`config.mk`:
```
export PLATFORM = sky130hd
export DESIGN_NAME = deal_controller
export DESIGN_NICKNAME = d
export VERILOG_FILES = /design/src/rtl/deal_controller.sv
export SDC_FILE = /design/constraint.sdc
export NUM_CORES = 1
export LEC_CHECK = 0
export ABC_AREA = 1
export CAP_MARGIN = 20
export CORE_ASPECT_RATIO = 0.75
export CORE_UTILIZATION = 37
export DETAILED_ROUTE_END_ITERATION = 10
export GPL_ROUTABILITY_DRIVEN = 0
export PLACE_DENSITY = 0.66
export SKIP_CTS_REPAIR_TIMING = 1
export SKIP_LAST_GASP = 1
export SLEW_MARGIN = 10
export SYNTH_ARGS = -nofsm -noshare
export SYNTH_HDL_FRONTEND = slang
export SYNTH_SLANG_ARGS = --single-unit
```
`constraint.sdc`:
```
create_clock -name clk -period 4.3 [get_ports clk]
set_input_delay 1.075 -clock clk [delete_from_list [all_inputs] [get_ports clk]]
set_output_delay 1.075 -clock clk [all_outputs]
set_load 0.05 [all_outputs]
```
`src/rtl/deal_controller.sv`:
```
// Deals unique cards from a 52-card deck using an external 6-bit random source.
// Ports: clk, reset (async, active-low), rnd, req_player, req_dealer, shuffle
//   in; rng_enable, card_valid, card_to, card_idx/suit/rank/points,
//   cards_left, deck_empty, busy out.
module deal_controller #(
   parameter int unsigned MAX_TRIES = 4
) (
   input  logic       clk,
   input  logic       reset,
   input  logic [5:0] rnd,
   input  logic       req_player,
   input  logic       req_dealer,
   input  logic       shuffle,
   output logic       rng_enable,
   output logic       card_valid,
   output logic       card_to,
   output logic [5:0] card_idx,
   output logic [1:0] card_suit,
   output logic [3:0] card_rank,
   output logic [3:0] card_points,
   output logic [5:0] cards_left,
   output logic       deck_empty,
   output logic       busy
);

   typedef enum logic [2:0] {
      S_IDLE,
      S_DRAW,
      S_CHECK,
      S_SCAN,
      S_DELIVER
   } state_t;

   localparam logic [3:0] TRIES_MAX = 4'(MAX_TRIES);
   localparam logic [5:0] DECK      = 6'd52;
   localparam logic [5:0] LAST_IDX  = 6'd51;

   state_t      state_q, state_d;
   logic [51:0] mask_q, mask_d;
   logic [5:0]  left_q, left_d;
   logic [3:0]  tries_q, tries_d;
   logic        last_q, last_d;
   logic        to_q, to_d;
   logic [5:0]  ptr_q, ptr_d;
   logic        shuf_q, shuf_d;
   logic [5:0]  idx_q, idx_d;
   logic [1:0]  suit_q, suit_d;
   logic [3:0]  rank_q, rank_d;
   logic [3:0]  points_q, points_d;

   logic [5:0]  acc_idx;
   logic [1:0]  dec_suit;
   logic [3:0]  dec_base;
   logic [3:0]  dec_rank;
   logic [3:0]  dec_points;
   logic        rnd_taken;
   logic        load;

   // Candidate index: the fresh draw in CHECK, the scan pointer otherwise.
   assign acc_idx = (state_q == S_CHECK) ? rnd : ptr_q;

   // Values 52..63 are never valid cards, so treat them as taken.
   assign rnd_taken = (rnd < DECK) ? mask_q[rnd] : 1'b1;

   always_comb begin
      dec_suit = 2'd0;
      dec_base = 4'd0;
      unique case (1'b1)
         (acc_idx >= 6'd39): begin
            dec_suit = 2'd3;
            dec_base = 4'd7;
         end
         (acc_idx >= 6'd26 && acc_idx < 6'd39): begin
            dec_suit = 2'd2;
            dec_base = 4'd10;
         end
         (acc_idx >= 6'd13 && acc_idx < 6'd26): begin
            dec_suit = 2'd1;
            dec_base = 4'd13;
         end
         (acc_idx < 6'd13): begin
            dec_suit = 2'd0;
            dec_base = 4'd0;
         end
      endcase
      // Base is the suit offset mod 16; the true remainder is < 13.
      dec_rank   = acc_idx[3:0] - dec_base + 4'd1;
      dec_points = (dec_rank > 4'd10) ? 4'd10 : dec_rank;
   end

   always_comb begin
      state_d  = state_q;
      mask_d   = mask_q;
      left_d   = left_q;
      tries_d  = tries_q;
      last_d   = last_q;
      to_d     = to_q;
      ptr_d    = ptr_q;
      shuf_d   = shuf_q;
      idx_d    = idx_q;
      suit_d   = suit_q;
      rank_d   = rank_q;
      points_d = points_q;
      load     = 1'b0;

      if (shuffle && state_q != S_IDLE) begin
         shuf_d = 1'b1;
      end

      unique case (state_q)
         S_IDLE: begin
            if (shuffle || shuf_q) begin
               mask_d = '0;
               left_d = DECK;
               shuf_d = 1'b0;
            end else if (left_q != 6'd0 &&
                         (req_player || req_dealer)) begin
               to_d    = (req_player && req_dealer) ? ~last_q
                                                    : req_dealer;
               tries_d = 4'd0;
               state_d = S_DRAW;
            end
         end
         S_DRAW: begin
            state_d = S_CHECK;
         end
         S_CHECK: begin
            if (!rnd_taken) begin
               load    = 1'b1;
               state_d = S_DELIVER;
            end else begin
               tries_d = tries_q + 4'd1;
               if (tries_d == TRIES_MAX) begin
                  ptr_d   = (rnd >= DECK) ? rnd - DECK : rnd;
                  state_d = S_SCAN;
               end else begin
                  state_d = S_DRAW;
               end
            end
         end
         S_SCAN: begin
            if (!mask_q[ptr_q]) begin
               load    = 1'b1;
               state_d = S_DELIVER;
            end else begin
               ptr_d = (ptr_q == LAST_IDX) ? 6'd0 : ptr_q + 6'd1;
            end
         end
         S_DELIVER: begin
            mask_d[idx_q] = 1'b1;
            left_d        = left_q - 6'd1;
            last_d        = to_q;
            state_d       = S_IDLE;
         end
         default: begin
            state_d = S_IDLE;
         end
      endcase

      // Card outputs are loaded on acceptance so they are
      // already stable while card_valid is high.
      if (load) begin
         idx_d    = acc_idx;
         suit_d   = dec_suit;
         rank_d   = dec_rank;
         points_d = dec_points;
      end
   end

   always_ff @(posedge clk or negedge reset) begin
      if (!reset) begin
         state_q  <= S_IDLE;
         mask_q   <= '0;
         left_q   <= DECK;
         tries_q  <= 4'd0;
         last_q   <= 1'b1;
         to_q     <= 1'b0;
         ptr_q    <= 6'd0;
         shuf_q   <= 1'b0;
         idx_q    <= 6'd0;
         suit_q   <= 2'd0;
         rank_q   <= 4'd0;
         points_q <= 4'd0;
      end else begin
         state_q  <= state_d;
         mask_q   <= mask_d;
         left_q   <= left_d;
         tries_q  <= tries_d;
         last_q   <= last_d;
         to_q     <= to_d;
         ptr_q    <= ptr_d;
         shuf_q   <= shuf_d;
         idx_q    <= idx_d;
         suit_q   <= suit_d;
         rank_q   <= rank_d;
         points_q <= points_d;
      end
   end

   assign rng_enable  = (state_q == S_DRAW);
   assign card_valid  = (state_q == S_DELIVER);
   assign busy        = (state_q != S_IDLE);
   assign card_to     = to_q;
   assign card_idx    = idx_q;
   assign card_suit   = suit_q;
   assign card_rank   = rank_q;
   assign card_points = points_q;
   assign cards_left  = left_q;
   assign deck_empty  = (left_q == 6'd0);

endmodule

```
## Yosys cells after proc, flatten, opt, wreduce, memory -nomap -nowiden

Index checks and enable logic that the tools add are counted.

| word-level totals | value |
|---|---|
| register bits after elaboration | 90 |
| input port bits | 11 |
| word-level logic and storage cells | 105 |

| cells by class | value |
|---|---|
| add/subtract/negate cells | 6 |
| order comparisons | 13 |
| eq/ne operators | 13 |
| mux-type cells | 38 |
| bitwise operators | 3 |
| reductions and logical operators | 20 |

Operator list:

| cell | number |
|---|---|
| $pmux 52 s2 | 1 |
| $mux 52 | 1 |
| $or 52x52->52 | 1 |
| $mux 6 | 7 |
| $pmux 6 s2 | 2 |
| $lt 6x7->1 const B | 3 |
| $mux 4 | 4 |
| $pmux 4 s4 | 1 |
| $bmux 1 s6 | 2 |
| $ge 6x6->1 const B | 2 |
| $lt 6x6->1 const B | 2 |
| $mux 3 | 4 |
| $ne 2x2->1 const B | 6 |
| $pmux 3 s4 | 1 |
| $mux 1 | 10 |
| $add 4x1->4 const B | 2 |
| $pmux 2 s4 | 1 |
| $pmux 4 s2 | 1 |
| $reduce_and 4->1 | 2 |
| $add 6x1->6 const B | 1 |
| $demux 1 s6 | 1 |
| $eq 3x2->1 const B | 2 |
| $eq 6x6->1 const B | 1 |
| $ge 6x1->1 const B | 1 |
| other kinds (24) | 34 |

## Longest topological paths before layout

Gate-level depths: netlist of the first run.

| logic depth | value |
|---|---|
| depth after elaboration | 9 |
| mapped depth | 22 |
| mapped depth without buffers | 22 |

## Least setup slack after synthesis of the first run

No wires, ideal clock.

| path | value |
|---|---|
| kind | input to register |
| start | in rnd[2] |
| end | reg points_q[1] (netlist: card_points[1]) |
| library setup time | 118 ps |
| arrival | 3148 ps |
| path slack | 1034 ps |
| stages | 20 |
| path buffers | 1 |
| path through | buf_2 -> clkinv_1 -> nand3_1 -> nand2_2 -> nand2_2 -> nand2_1 -> nand2_2 -> ha_1 -> inv_1 -> ha_1 -> inv_1 -> fa_1 -> inv_1 -> nand4_1 -> nand2_1 -> nand2_1 -> nand3_2 -> nand2_1 -> nand2_1 -> nand2_1 |

| between the ends | value |
|---|---|
| longest elaborated chain between the ends | 8 |
| elaborated cells on any way between the ends | 20 |

RTL lines:

| item | line | source |
|---|---|---|
| from (decl) | 10 | `input logic [5:0] rnd,` |
| $mux 6 * | 60 | `assign acc_idx = (state_q == S_CHECK) ? rnd : ptr_q;` |
| $ge 6x4->1 (tied with other cells) | 77 | `(acc_idx >= 6'd13 && acc_idx < 6'd26): begin` |
| $logic_and 1x1->1, on equally long branches | 77, 73 |  |
| $pmux 4 s4 * | 68 | `unique case (1'b1)` |
| named net dec_base[1] | 53 | `logic [3:0] dec_base;` |
| $sub 4x4->4 * | 87 | `dec_rank = acc_idx[3:0] - dec_base + 4'd1;` |
| $add 4x1->4 * | 87 |  |
| $gt 4x4->1 | 88 | `dec_points = (dec_rank > 4'd10) ? 4'd10 : dec_rank;` |
| $mux 4 * | 88 |  |
| to (signal assigned) | 196 | `points_q <= points_d;` |
| to (decl) | 49 | `logic [3:0] points_q, points_d;` |

Mark *: on every way through the listed nets, which the timed path passes. The rest lies on a longest branch. The select of a mux whose other input is x is not followed.
A chain may end at the register's enable or synchronous reset.

## Final worst setup path of the first run

| path | value |
|---|---|
| start | in rnd[3] |
| end | reg points_q[1] (netlist: card_points[1]) |

Same word-level chain as after synthesis.

==> flow_summary.ini, run 1 <==
[global_routing]
busiest_layer = met1
antenna_found_initial = 0
use_met3_pct = 5.18
grt_pass1_vias = 4657
grt_max_degree = 78
grtUsageMet2_pct = 29.7
gr-usage-met1_pct = 33.3
grt_overflow = 0
grt_pass1_wl_mm = 25.1
track_usage_pct = 21.8

[status]
status = finished, final reports clean

[synth]
yosysTopAreaCell = dfrtp_1
netlist_area_um2 = 5390
ys_ff_latch = 90
seq_area_frac_synth_pct = 41.9
synthTopCellsByArea = dfrtp_1 (40%), nand2_1 (11%), o21ai_0 (7.2%)
ys_warn_count = 0
ys.flop_type = dfrtp_1
synth-edff-count = 0
async_reset_ff_share_pct = 100
yosysUniqueCellTypes = 41
synth_cells = 730
synth_nets = 749
synth_top_area_share_pct = 40.0
syn_avg_cell_area_um2 = 7.38

[critical_path]
critical_path_arrival_ps = 3850
worstPathRequired_ps = 4540
crit_path_end_kind = register
reg2reg_to = card_points[1]$_DFFE_PN0P_
rrSetupSlack_ps = 1360
path_max_fanout = 7
r2r_start = state_q[0]$_DFFE_PN0P_
ff2ff_path_depth = 20
crit_type = in -> reg
cp-start-kind = input pin

[sta]
final.period_utilization_pct = 84.0
tightestPinTransition_ps = 712
period_needed_ps = 3610
tns_ps = 0
rsz0062_at_grt = no
max_slew_margin_pct = 52.2
fin_skew_ps = 6.87
hold_viol = 0
whs_ps = 484
finalSetupViolations = 0
fmax_mhz = 277
drv_slew = 0

[finish]
multi_input_area_um2 = 2630
seq_area_um2 = 2260
synthToLayoutAreaGrowth_pct = 16.3
fill_cells = 1447
drive_above_1_share_pct = 9.36
nets = 783
n_antenna_cell = 0

[clock_tree]
clock_sinks = 90
cts_buffers = 9
cts_tree = done
clkLatencyLatePin_ps = 350
clock_path_buffers = 2
cts.htree.levels = 3
clk_pin_slew_ps = 70
root_buffer = clkbuf_16

[placement]
dpl.hpwl_mm = 11.1
numPortBuffers = 37

[drt]
drt_pass1_iterations = 7
drc = 0
via_per_inst = 5.27
drtAntennaViolNets = 0
wire_per_inst_um = 16.0
first_iter_violations = 613
vias = 5085
routed_wl_mm = 15.4

[floorplanning]
pin_count = 38
die_area_um2 = 15000
row_count = 37
die_w_um = 141
initial_core_util_pct = 38.5
die_h_um = 106
core_um2 = 14000

[worst_hold_path]
hold_end = last_q$_DFFE_PN1P_
hold_path_class = reg -> reg
worstHoldStart = last_q$_DFFE_PN1P_
worstHoldPathCells = 2

[power_and_ir_drop]
total_leakage_power_nw = 2.83
vdd_ir_drop_max_v = 0.000418
power.density_nw_per_um2 = 711

[run]
max_cap_violations = 0
-- kinds of logic after synthesis --
| logic type | synth area share [%] |
|---|---|
| adder cells (fa/ha/maj) | 2.00 |
| AO/OA/AOI/OAI | 18.6 |
| flip-flops | 41.9 |
| buffers and inverters | 9.22 |
| AND/OR/NAND/NOR | 27.3 |
| XOR/XNOR | 0.976 |
-- critical path, stage by stage --
cell and delay, ps:
clkdlybuf4s50_1 600, inv_1 150, nand3_1 120, nand2_2 100
nor2_1 170, nand2_1 90, nand2_2 110, ha_1 230
inv_1 60, ha_1 140, inv_1 50, fa_1 370
inv_1 70, nand4_1 100, nand2_1 90, nand2_1 70
nand3_2 90, nand2_1 50, nand2_1 50, nand2_1 60
-- area by class of cell --
cell class,instances,area share [%]
clock buffer,12,3.94
clock inverter,4,0.819
multi-input combinational,523,42.1
tap,195,3.90
timing repair buffer,52,7.95
inverter,88,5.28
sequential,90,36.1
-- state kept, by name, summed over array words and instances (netlist names) --
register	flops
card_idx	6
card_points	4
card_rank	4
card_suit	2
card_to	1
cards_left	6
last_q	1
mask_q	52
ptr_q	6
shuf_q	1
state_q	3
tries_q	4
-- worst max-delay path by stage --
stage | start | endpoint | slack (ps) | cells after the start
4_1_cts | rnd[3] | card_points[1]$_DFFE_PN0P_ | 720 | 20
3_3_place_gp | rnd[3] | card_points[1]$_DFFE_PN0P_ | 430 | 20
5_1_grt | rnd[3] | card_points[1]$_DFFE_PN0P_ | 370 | 20
3_5_place_dp | rnd[3] | card_points[1]$_DFFE_PN0P_ | 350 | 20
2_1_floorplan | rnd[2] | card_points[1]$_DFFE_PN0P_ | 1030 | 20
6_report | rnd[3] | card_points[1]$_DFFE_PN0P_ | 690 | 20
-- layer usage --
metal,vias up,wire length [um]
li1,2492,-
met1,2377,7640
met2,194,6270
met3,22,1280
met4,0,231
met5,-,0
-- power by group --
group	switching, W	internal [W]
registers	0.000168	0.00102
clock network	0.000343	0.000467
logic	0.00171	0.000746
total	0.00222	0.00223
-- synth_stat cells (2+ instances only) --
cell,number
nand2_4,3
nand3_4,2
o211ai_1,9
o21ai_0,77
buf_6,3
nand4_1,9
dfstp_2,4
xnor2_1,3
a21oi_1,61
inv_2,9
buf_2,16
xor2_1,3
nand3_2,3
dfrtp_1,86
nand3_1,53
o21ai_1,17
nor3_1,10
nor2_4,2
nand2_1,164
inv_1,77
buf_4,4
nand3b_1,4
nand2_2,13
buf_1,3
nor2_1,54
ha_1,7
o22ai_1,17
clkinv_1,2
clkbuf_1,3
-- per-stage QoR --
| stage | utilization [%] | instances | total power, W | instance area [um^2] | setup slack (ps) |
|---|---|---|---|---|---|
| 5_1_grt | 44.8 | 964 | 0.00477 | 6260 | 373 |
| 2_1_floorplan | - | 730 | 0.00297 | 5390 | 1030 |
| 6_report | 44.8 | 964 | 0.00445 | 6260 | 688 |
| 3_3_place_gp | 42.4 | 946 | 0.00362 | 5930 | 429 |
| 3_5_place_dp | 42.4 | 946 | 0.00362 | 5930 | 351 |
| 4_1_cts | 44.5 | 962 | 0.00444 | 6230 | 721 |
-- cells in the final DEF, fill, tap and decap left out, drive strengths merged, types with 13 or more instances in the layout --
cell type	n
inv	86
nand3	58
dfrtp	86
a21oi	62
nand2	180
buf	15
clkdlybuf4s50	36
o22ai	17
nor2	57
clkbuf	13
o21ai	95
(Power assumes the default switching activity.)
==> inputs of run 2 (changes only) <==
Settings changed: PLACE_DENSITY 0.66 to 0.68.
Clock period 4.3 ns to 3.25 ns, I/O delays scaled along.
==> flow_summary.ini, run 2 (same netlist as run 1, synthesis figures left out) <==
[floorplanning]
die_h_um = 106
row_count = 37
die_area_um2 = 15000
core_um2 = 14000
die_w_um = 141
initial_core_util_pct = 38.5
pin_count = 38

[critical_path]
path_max_fanout = 10
cp-start-kind = input pin
worstPathRequired_ps = 3490
crit_type = in -> reg
crit_path_end_kind = register
critical_path_arrival_ps = 3290

[global_routing]
grt_overflow = 0
grt_pass1_wl_mm = 26.3
antenna_found_initial = 0
track_usage_pct = 22.8
grt_max_degree = 91
grt_pass1_vias = 4913

[clock_tree]
cts_buffers = 9
cts_tree = done
clock_sinks = 90
clock_path_buffers = 2
clk_pin_slew_ps = 70
cts.htree.levels = 3
root_buffer = clkbuf_16
clkLatencyLatePin_ps = 350

[power_and_ir_drop]
total_leakage_power_nw = 3.02
power.density_nw_per_um2 = 964
vdd_ir_drop_max_v = 0.000696

[placement]
dpl.hpwl_mm = 11.4
numPortBuffers = 37
placed_area_um2 = 6210

[finish]
seq_area_um2 = 2260
multi_input_area_um2 = 2640
layout_common_cells = nand2_1 (164), dfrtp_1 (86), o21ai_0 (77)
final_area_um2 = 6530
top_register = mask_q
n_antenna_cell = 0
final_common_cell = nand2_1
largest_register_ffs = 52
fill_cells = 1438
nets = 816
synthToLayoutAreaGrowth_pct = 21.3
drive_above_1_share_pct = 13.6

[drt]
vias = 5268
first_iter_violations = 639
routed_wl_mm = 15.9
drt_pass1_iterations = 5
via_per_inst = 5.28
drc = 0
drtAntennaViolNets = 0
wire_per_inst_um = 16.0

[sta]
fin_skew_ps = 8.19
whs_ps = 483
max_slew_margin_pct = 51.3
final.period_utilization_pct = 93.7
drv_slew = 0
finalSetupViolations = 0
period_needed_ps = 3050
hold_viol = 0
fmax_mhz = 328
rsz0062_at_grt = no
tightestPinTransition_ps = 725

[run]
max_cap_violations = 0

[worst_hold_path]
hold_path_class = reg -> reg

[status]
status = finished, final reports clean
==> run 2: worst paths after layout <==
kind,startpoint,end,slack [ps],depth (start not counted)
max,rnd[1],card_points[0]$_DFFE_PN0P_,200,16
min,last_q$_DFFE_PN1P_,last_q$_DFFE_PN1P_,480,2
max reg2reg,state_q[0]$_DFFE_PN0P_,card_points[1]$_DFFE_PN0P_,400,21
min reg2reg,last_q$_DFFE_PN1P_,last_q$_DFFE_PN1P_,480,2
max in group asynchronous,reset,cards_left[5]$_DFFE_PN1P_,2360,2
min in group asynchronous,reset,mask_q[9]$_DFFE_PN0P_,500,2
==> run 2: power by group <==
part           internal [W]  switching [W]  total (W)
clock network      0.000619       0.000464    0.00108
registers           0.00135       0.000230    0.00158
logic               0.00127        0.00237    0.00364
total               0.00324        0.00306    0.00630
==> run 2: critical path: stages <==
cell and delay [ps]:
clkdlybuf4s50_1 490, inv_1 90, buf_4 200, o21ai_1 250, nand3_1 120, nand2_2 90, nand2_4 60, nand3_2 90
inv_1 40, ha_1 170, inv_1 60, fa_1 450, nand2_1 110, nand3_2 100, nand3_1 100, nand2_1 60
==> run 2: final cells by class <==
class	instances	area share, %
clock inverters	6	0.996
clock buffers	10	3.66
well taps	195	3.73
repair buffers	85	11.7
multi-input cells	523	40.3
flip-flops and latches	90	34.5
inverters	88	5.06
==> run 2: routing by layer <==
metal / global-route usage, % / vias up / routed length (um)
li1: - / 2551 / -
met1: 35.7 / 2445 / 7870
met2: 31.0 / 251 / 6260
met3: 5.23 / 21 / 1630
met5: 0 / - / 0
met4: 5.36 / 0 / 176
==> run 2: per-stage QoR <==
| step | instances | setup WS [ps] | setup TNS [ps] | util [%] | total power, W |
|---|---|---|---|---|---|
| CTS | 996 | 195 | 0 | 46.6 | 0.00627 |
| floorplan | 730 | 246 | 0 | - | 0.00393 |
| finish | 997 | 205 | 0 | 46.7 | 0.00630 |
| detailed placement | 980 | -167 | -1780 | 44.4 | 0.00516 |
| global route | 997 | 9.09 | 0 | 46.7 | 0.00677 |
| global placement | 980 | -144 | -1220 | 44.4 | 0.00514 |
==> inputs of run 3 (changes only) <==
Settings changed: CORE_UTILIZATION 37 to 54, PLACE_DENSITY 0.68 to 0.89.
==> flow_summary.ini, run 3 (same netlist as run 1, synthesis figures left out) <==
[status]
status = finished, final reports clean

[finish]
synthToLayoutAreaGrowth_pct = 18.6
top_register = mask_q
final_common_cell = nand2_1
n_antenna_cell = 0
fill_cells = 745
finish.utilization_pct = 66.1
largest_register_ffs = 52
layout_common_cells = nand2_1 (164), dfrtp_1 (86), inv_1 (77), o21ai_0 (77), a21oi_1 (61)
drive_above_1_share_pct = 12.7
nets = 810

[sta]
fmax_mhz = 320
max_slew_margin_pct = 20.7
final.period_utilization_pct = 96.1
period_needed_ps = 3120
worst_slack_ps = 127
rsz0062_at_grt = no
finalSetupViolations = 0
drv_slew = 0
fin_skew_ps = 6.51
tns_ps = 0
tightestPinTransition_ps = 1180
hold_viol = 0

[power_and_ir_drop]
finalPower_w = 0.00626
power.density_nw_per_um2 = 980
p_int_w = 0.00313
power.switching_w = 0.00312
clkPwrFrac_pct = 16.4
total_leakage_power_nw = 2.96
comb_power_share_pct = 58.1
vdd_ir_drop_max_v = 0.00105
p_seq_share_pct = 25.5
switching_share_pct = 49.9

[critical_path]
critical_path_arrival_ps = 3370
crit_cells = 21
crit_start = rnd[3]
cpMostUsedCell = nand2_1
cp_slowest_cell = clkdlybuf4s50_1
max_stage_delay_ps = 520
r2r_start = state_q[2]$_DFFE_PN0P_
crit_path_end_kind = register
critical-path-top-delay-family = simple AND/OR/NAND/NOR gates
crit_type = in -> reg
ff2ff_path_depth = 21
path_buf_inv = 6
path_max_fanout = 6
rrSetupSlack_ps = 310
reg2reg_to = card_points[1]$_DFFE_PN0P_
crit_path_cell_trace = clkdlybuf4s50_1 -> inv_1 -> nand3_1 -> nand2_2 -> nor2_1 -> buf_4 -> a21oi_2 -> nand2_4 -> nand3_2 -> inv_1 -> ha_1 -> inv_1 -> fa_1 -> inv_1 -> nand4_1 -> nand2_1 -> nand2_1 -> nand3_2 -> nand2_1 -> nand2_1 -> nand2_1
worstPathRequired_ps = 3500
cp-start-kind = input pin
worstSetupEndpoint = card_points[1]$_DFFE_PN0P_

[clock_tree]
clock_path_buffers = 2
cts_buffers = 9
clk_pin_slew_ps = 70
cts.htree.levels = 3
clock_sinks = 90
root_buffer = clkbuf_16
cts_tree = done
clkLatencyLatePin_ps = 350

[floorplanning]
row_count = 31
pin_count = 38
die_w_um = 117
die_h_um = 88.5
die_area_um2 = 10400
core_um2 = 9660
initial_core_util_pct = 55.8

[drt]
vias = 5617
via_per_inst = 6.05
first_iter_violations = 794
drtAntennaViolNets = 0
drt_pass1_iterations = 7
drc = 0
wire_per_inst_um = 17.3
routed_wl_mm = 16.0

[run]
max_cap_violations = 0

[placement]
dpl.hpwl_mm = 11.3
dpl_worst_slack_ps = -156
numPortBuffers = 37

[global_routing]
grt_overflow = 0
grt_max_degree = 52
grt_pass1_vias = 5265
antenna_found_initial = 0
grt_pass1_wl_mm = 25.7
track_usage_pct = 31.8

[worst_hold_path]
hold_path_class = in -> async
[run 3: cell count changes in the layout (fill, tap and decap cells not counted), sizes merged]
cell and delta:
buf -6, bufinv -1, clkbuf +1, clkdlybuf4s50 +3, clkinv +1, dlymetal6s2s -3
inv -1
[run 3: layout make-up]
type / count / area (um^2) / area share [%]
clock buffers: 11 / 253 / 3.96
clock inverters: 5 / 38.8 / 0.607
inverters: 88 / 330 / 5.17
multi-input cells: 523 / 2630 / 41.2
flip-flops and latches: 90 / 2260 / 35.3
well taps: 132 / 165 / 2.59
repair buffers: 79 / 708 / 11.1
[run 3: how the worst min path moves through the flow]
stage | slack, ps | cells past startpoint | endpoint
final | 490 | 1 | mask_q[40]$_DFFE_PN0P_
after global routing | 510 | 2 | last_q$_DFFE_PN1P_
after CTS | 500 | 2 | last_q$_DFFE_PN1P_
after detailed placement | 490 | 2 | last_q$_DFFE_PN1P_
after global placement | 450 | 2 | last_q$_DFFE_PN1P_
after floorplan | 440 | 2 | last_q$_DFFE_PN1P_
[run 3: metal layers]
layer / routed length [um] / up-vias / track usage (%)
met1: 6600 / 2641 / 42.5
met2: 6960 / 386 / 49.3
met4: 493 / 0 / 14.0
li1: - / 2535 / -
met5: 0 / - / 0
met3: 1960 / 55 / 8.38
[run 3: power by group through the flow]
stage / logic, W / clock network [W] / registers (W)
after detailed placement: 0.00351 / 0 / 0.00159
final: 0.00364 / 0.00103 / 0.00159
after global routing: 0.00392 / 0.00107 / 0.00162
after global placement: 0.00338 / 0 / 0.00159
after floorplan: 0.00202 / 0 / 0.00191
after CTS: 0.00356 / 0.00103 / 0.00158
[run 3: metrics by stage]
stage	hold slack [ps]	area, um^2	cells
final	486	6390	928
after global routing	511	6390	928
after CTS	497	6390	928
after detailed placement	487	6090	912
after global placement	453	6090	912
after floorplan	444	5390	730
